--- src/rtl/icb_copy_dma_pkg.sv ---
// icb_copy_dma_pkg
// Shared widths, the copy-engine state encoding and a small address helper.
// These are used by icb_copy_dma and by anything that observes its debug state.
package icb_copy_dma_pkg;

  localparam int ADDR_W = 32;
  localparam int DATA_W = 32;
  localparam int LEN_W  = 16;

  localparam logic [3:0] WMASK_ALL  = 4'hF;
  localparam logic [3:0] WMASK_NONE = 4'h0;

  typedef enum logic [2:0] {
    ST_IDLE   = 3'd0,
    ST_RD_CMD = 3'd1,
    ST_RD_RSP = 3'd2,
    ST_WR_CMD = 3'd3,
    ST_DONE   = 3'd4
  } state_e;

  // Clears the byte-offset bits; ICB transfers here are whole 32-bit words.
  function automatic logic [ADDR_W-1:0] word_align(input logic [ADDR_W-1:0] a);
    return {a[ADDR_W-1:2], 2'b00};
  endfunction

endpackage

--- src/rtl/icb_copy_dma.sv ---
// icb_copy_dma
// Word-copy engine acting as a second ICB initiator. A start pulse in IDLE
// latches source, destination and word count; the engine then performs
// read-command / read-response / write-command for each word and pulses done.
//
// Ports:
//   clk, rst_n          clock, asynchronous active-low reset
//   start               one-cycle job request (only honoured in IDLE)
//   src_addr, dst_addr  byte addresses, low two bits ignored
//   len_words           words to copy, 0 allowed
//   busy, done, err     status: busy while transferring, done pulse, sticky read error
//   m_icb_cmd_*         ICB command channel (master side)
//   m_icb_rsp_*         ICB response channel (master side, always ready)
//   dbg_state_o         current FSM state, for observation only
//
// Handshake: a command transfers on a rising clk edge where
// m_icb_cmd_valid and m_icb_cmd_ready are both high. Once valid is raised,
// valid and every command field stay constant until that transfer. A response
// transfers on any edge with m_icb_rsp_valid high (rsp_ready is tied high);
// only a response seen in RD_RSP is used.
module icb_copy_dma
  import icb_copy_dma_pkg::*;
(
  input  logic              clk,
  input  logic              rst_n,
  input  logic              start,
  input  logic [ADDR_W-1:0] src_addr,
  input  logic [ADDR_W-1:0] dst_addr,
  input  logic [LEN_W-1:0]  len_words,
  output logic              busy,
  output logic              done,
  output logic              err,
  output logic              m_icb_cmd_valid,
  input  logic              m_icb_cmd_ready,
  output logic [ADDR_W-1:0] m_icb_cmd_addr,
  output logic              m_icb_cmd_read,
  output logic [DATA_W-1:0] m_icb_cmd_wdata,
  output logic [3:0]        m_icb_cmd_wmask,
  input  logic              m_icb_rsp_valid,
  output logic              m_icb_rsp_ready,
  input  logic              m_icb_rsp_err,
  input  logic [DATA_W-1:0] m_icb_rsp_rdata,
  output logic [2:0]        dbg_state_o
);

  state_e            state_q, state_d;
  logic [ADDR_W-1:0] src_q, src_d;
  logic [ADDR_W-1:0] dst_q, dst_d;
  logic [LEN_W-1:0]  cnt_q, cnt_d;
  logic [DATA_W-1:0] data_q, data_d;
  logic              err_q, err_d;

  always_ff @(posedge clk or negedge rst_n) begin
    if (!rst_n) begin
      state_q <= ST_IDLE;
      src_q   <= '0;
      dst_q   <= '0;
      cnt_q   <= '0;
      data_q  <= '0;
      err_q   <= 1'b0;
    end else begin
      state_q <= state_d;
      src_q   <= src_d;
      dst_q   <= dst_d;
      cnt_q   <= cnt_d;
      data_q  <= data_d;
      err_q   <= err_d;
    end
  end

  // Command fields come only from state and registers, so they cannot move
  // while a command is stalled by cmd_ready.
  always_comb begin
    state_d         = state_q;
    src_d           = src_q;
    dst_d           = dst_q;
    cnt_d           = cnt_q;
    data_d          = data_q;
    err_d           = err_q;
    m_icb_cmd_valid = 1'b0;
    m_icb_cmd_read  = 1'b0;
    m_icb_cmd_addr  = '0;
    m_icb_cmd_wdata = '0;
    m_icb_cmd_wmask = WMASK_NONE;

    case (state_q)
      ST_IDLE: begin
        if (start) begin
          src_d   = word_align(src_addr);
          dst_d   = word_align(dst_addr);
          cnt_d   = len_words;
          err_d   = 1'b0;
          state_d = (len_words == '0) ? ST_DONE : ST_RD_CMD;
        end
      end
      ST_RD_CMD: begin
        m_icb_cmd_valid = 1'b1;
        m_icb_cmd_read  = 1'b1;
        m_icb_cmd_addr  = src_q;
        if (m_icb_cmd_ready) state_d = ST_RD_RSP;
      end
      ST_RD_RSP: begin
        if (m_icb_rsp_valid) begin
          if (m_icb_rsp_err) begin
            // Failed read aborts the job; the word is never written.
            err_d   = 1'b1;
            state_d = ST_DONE;
          end else begin
            data_d  = m_icb_rsp_rdata;
            state_d = ST_WR_CMD;
          end
        end
      end
      ST_WR_CMD: begin
        m_icb_cmd_valid = 1'b1;
        m_icb_cmd_addr  = dst_q;
        m_icb_cmd_wdata = data_q;
        m_icb_cmd_wmask = WMASK_ALL;
        if (m_icb_cmd_ready) begin
          // Write is considered complete at command acceptance.
          src_d   = src_q + ADDR_W'(4);
          dst_d   = dst_q + ADDR_W'(4);
          cnt_d   = cnt_q - LEN_W'(1);
          state_d = (cnt_q == LEN_W'(1)) ? ST_DONE : ST_RD_CMD;
        end
      end
      ST_DONE: begin
        state_d = ST_IDLE;
      end
      default: begin
        state_d = ST_IDLE;
      end
    endcase
  end

  assign busy            = (state_q == ST_RD_CMD) || (state_q == ST_RD_RSP) ||
                           (state_q == ST_WR_CMD);
  assign done            = (state_q == ST_DONE);
  assign err             = err_q;
  assign m_icb_rsp_ready = 1'b1;
  assign dbg_state_o     = state_q;

endmodule

--- config.mk ---
export PLATFORM = sky130hd
export DESIGN_NAME = icb_copy_dma
export DESIGN_NICKNAME = d
export VERILOG_FILES = /design/src/rtl/icb_copy_dma_pkg.sv /design/src/rtl/icb_copy_dma.sv
export SDC_FILE = /design/constraint.sdc
export NUM_CORES = 1
export LEC_CHECK = 0
export CAP_MARGIN = 20
export CORE_AREA = 2 2 141 101
export DETAILED_ROUTE_END_ITERATION = 12
export DIE_AREA = 0 0 143 103
export GPL_TIMING_DRIVEN = 0
export PLACE_DENSITY = 0.86
export SLEW_MARGIN = 0
export SYNTH_ARGS = -nofsm -noshare
export SYNTH_HDL_FRONTEND = slang
export SYNTH_SLANG_ARGS = --single-unit
--- constraint.sdc ---
create_clock -name clk -period 3.52 [get_ports clk]
set_input_delay 0.88 -clock clk [delete_from_list [all_inputs] [get_ports clk]]
set_output_delay 0.88 -clock clk [all_outputs]
set_load 0.05 [all_outputs]
==> results.py <==
metrics = {
    "place": {
        "dp_hpwl_um": 18100,
        "place.gp.congestion": 1.00,
        "port_buffers": 187,
        "dp_cells": 1189,
    },
    "run": {
        "timing.max_cap.violations": 0,
    },
    "power_and_ir_drop": {
        "power.density_nw_per_um2": 982,
        "ir_worst_vdd_mv": 0.561,
        "cellLeakagePower_uw": 0.00385,
    },
    "clock_tree": {
        "cts_root_cell": "clkbuf_16",
        "ctsHtreeMaxLevel": 3,
        "clk_path_buf_depth": 2,
        "cts_hold_buffers": 0,
        "tritoncts": "done",
        "cts.clk_slew.worst_paths_ns": 0.07,
        "clock_sink_count": 112,
        "worstSkewPairLatency_ns": 0.36,
        "tritoncts.num_buffers": 9,
    },
    "routing": {
        "detail-route-antenna-nets": 0,
        "route.detailed.wl_per_inst_um": 20.7,
        "via_per_inst": 6.33,
        "via_count": 7635,
        "drc": 0,
        "drt-pass1-iter-count": 6,
        "drt_wl_total_um": 25000,
        "drt-initial-drc-count": 948,
    },
    "synthesis": {
        "yosys-mux-area-fraction": 0.100,
        "synth-edff-count": 0,
        "async_flop_share": 1.00,
        "synth_xor_area_frac": 0.00126,
        "synthesis.area_per_instance_um2": 8.61,
        "synthesis.area_um2": 6970,
        "synth_top_cell_area_share": 0.402,
        "yosys_warnings": 0,
        "synth-seq-cells": 112,
        "synth-simple-area-share": 0.243,
        "largest_family_of_logic_cells_by_synthesized_area": "simple AND/OR/NAND/NOR gates",
        "cell_types_occupying_the_most_area_after_synthesis": "dfrtp_1, a21oi_1, mux2_2",
        "synth_fa_ha_area_frac": 0.00718,
        "yosys.area.top_type": "dfrtp_1",
        "synth_compound_gate_area_share": 0.198,
        "netlist-cell-type-count": 60,
        "post_synth_inst_count": 810,
        "seq_area_frac_synth": 0.402,
        "ys_dominant_reg_cell": "dfrtp_1",
    },
    "timing": {
        "setup_repair_after_global_routing_missed_its_margin": "no",
        "layout_min_cycle_time_ns": 3.43,
        "worst_pin_slew_ns": 1.13,
        "whs_ns": 0.402,
        "finalCritPeriodShare": 0.974,
        "achievable-frequency_mhz": 292,
        "clock-skew-final_ns": 0.00715,
        "final_max_slew_viol_count": 0,
        "max-slew-margin-rel": 0.239,
        "hold_viol_final": 0,
        "final_setup_vio_count": 0,
    },
    "cells_and_area": {
        "final_layout_size_suffix_gt1_frac": 0.123,
        "nets": 1133,
        "areaGrowthSynthToFinish_pct": 35.7,
        "most_common_library_cell_in_the_layout_ignoring_fill_and_taps": "clkdlybuf4s50_1",
        "antenna-diode-count": 0,
        "mostFrequentLayoutCells": "clkdlybuf4s50_1, dfrtp_1, nor2_1, a21oi_1, nand2_1",
        "post_route_core_utilization": 0.698,
        "layout.cells.non_filler": 1206,
    },
    "critical_path": {
        "cp_slowest_stage_delay_ns": 0.41,
        "worst-setup-path-type": "flop to primary output",
        "timing.critical_path.from_type": "flop",
        "worst_ep_required_time_ns": 2.64,
        "startpoint": "dbg_state_o[2]",
        "worstPathMaxFanout": 10,
        "arrival_ns": 2.55,
        "endpoint_kind": "primary output",
        "timing.critical_path.slowest_stage_cell": "dfrtp_1",
        "crit_chain": "clkbuf_1 -> nand3b_1 -> inv_1 -> clkbuf_2 -> clkbuf_4 -> and2_1 -> clkdlybuf4s15_2",
        "rr_startpoint": "dbg_state_o[1]",
    },
    "floorplanning": {
        "die_area_um2": 14700,
        "core-area_um2": 13600,
        "total_number_of_placement_rows": 36,
        "floorplan.io_pins": 195,
        "vertical_die_dimension_um": 103,
        "initial_utilization": 0.514,
        "fp.dieW_um": 143,
    },
    "global_route": {
        "grt_use_total": 0.339,
        "wire_length_of_the_first_global_routing_pass_um": 38000,
        "grt_max_degree": 81,
        "antenna_found_initial": 0,
        "grt_pass1_vias": 7004,
        "grt-ovfl-total": 0,
    },
    "run_status": {
        "status": "completed",
    },
    "min_path": {
        "hp-class": "primary input to asynchronous set/reset pin",
    },
}
[worst paths after layout]
check | cells after the start | slack, ns | to
setup reg to reg | 8 | 0.77 | cnt_q[10]
hold reg to reg | 1 | 0.50 | data_q[27]
min in group clk | 1 | 0.50 | data_q[27]
setup / recovery | 7 | 0.09 | m_icb_cmd_wdata[2]
hold / removal | 1 | 0.40 | dst_q[17]
max in group asynchronous | 2 | 2.40 | cnt_q[9]
[metal layers]
layer | vias to the layer above | track usage | wire, um
met5 | - | 0 | 0
li1 | 3376 | - | -
met4 | 0 | 0.130 | 791
met3 | 89 | 0.0999 | 3750
met2 | 630 | 0.481 | 10600
met1 | 3540 | 0.489 | 9910
[sequential cells by signal (all words and copies together) (netlist names)]
name / cells
cnt_q: 16
src_q: 30
dst_q: 30
data_q: 32
err: 1
dbg_state_o: 3
[power by group]
group | switching [uW] | leakage (uW) | internal, uW | total (uW)
Sequential | 714 | 0.00130 | 1920 | 2640
Combinational | 3700 | 0.00240 | 1870 | 5580
Clock | 500 | 0.000145 | 575 | 1080
[worst max-delay path: cells and delay by family (launching register included)]
family / cells / cell delay (ns)
flip-flops: 1 / 0.41
AND/OR/NAND/NOR: 2 / 0.40
buffers and inverters: 5 / 1.39
[synth_stat cells, types with 15 or more instances]
master and number:
dfrtp_1 112, nor2_1 96, a21oi_1 78, nand2_1 57, o21ai_0 45, clkbuf_1 42
nand3_1 42, and2_1 35, mux2i_1 34, mux2_2 32, o22ai_1 24, a2bb2oi_1 21
nand4_1 19, and3_1 17, nor3_1 15
[final cells by class]
cell class,instances,area [um^2]
sequential,112,2800
inverter,10,37.5
multi-input combinational,622,3850
clock buffer,10,239
timing repair buffer,190,1930
fill,1054,4100
tap,190,238
buffer,66,300
clock inverter,6,67.6
[repair_timing]
item	4_1_cts	5_1_grt
setup endpoints to repair	66	9
resized for setup	145	4
setup buffers	1	0
[kinds of logic after synthesis]
family	Yosys count
AND/OR/NAND/NOR	327
AO/OA/AOI/OAI	221
flip-flops	112
buffers and inverters	77
multiplexers	66
adder cells (fa/ha/maj)	4
other	2
XOR/XNOR	1
[metrics by stage]
step / power [uW] / worst slack, ns / setup TNS, ns / area (um^2)
floorplan: 6300 / 0.282 / 0 / 6980
global placement: 8110 / -2.98 / -343.73 / 9090
detailed placement: 8240 / -0.624 / -12.26 / 9120
CTS: 9140 / 0.120 / 0 / 9450
global route: 9750 / 0.0161 / 0 / 9460
finish: 9290 / 0.0917 / 0 / 9460
Power figures use the tool's default switching activity.
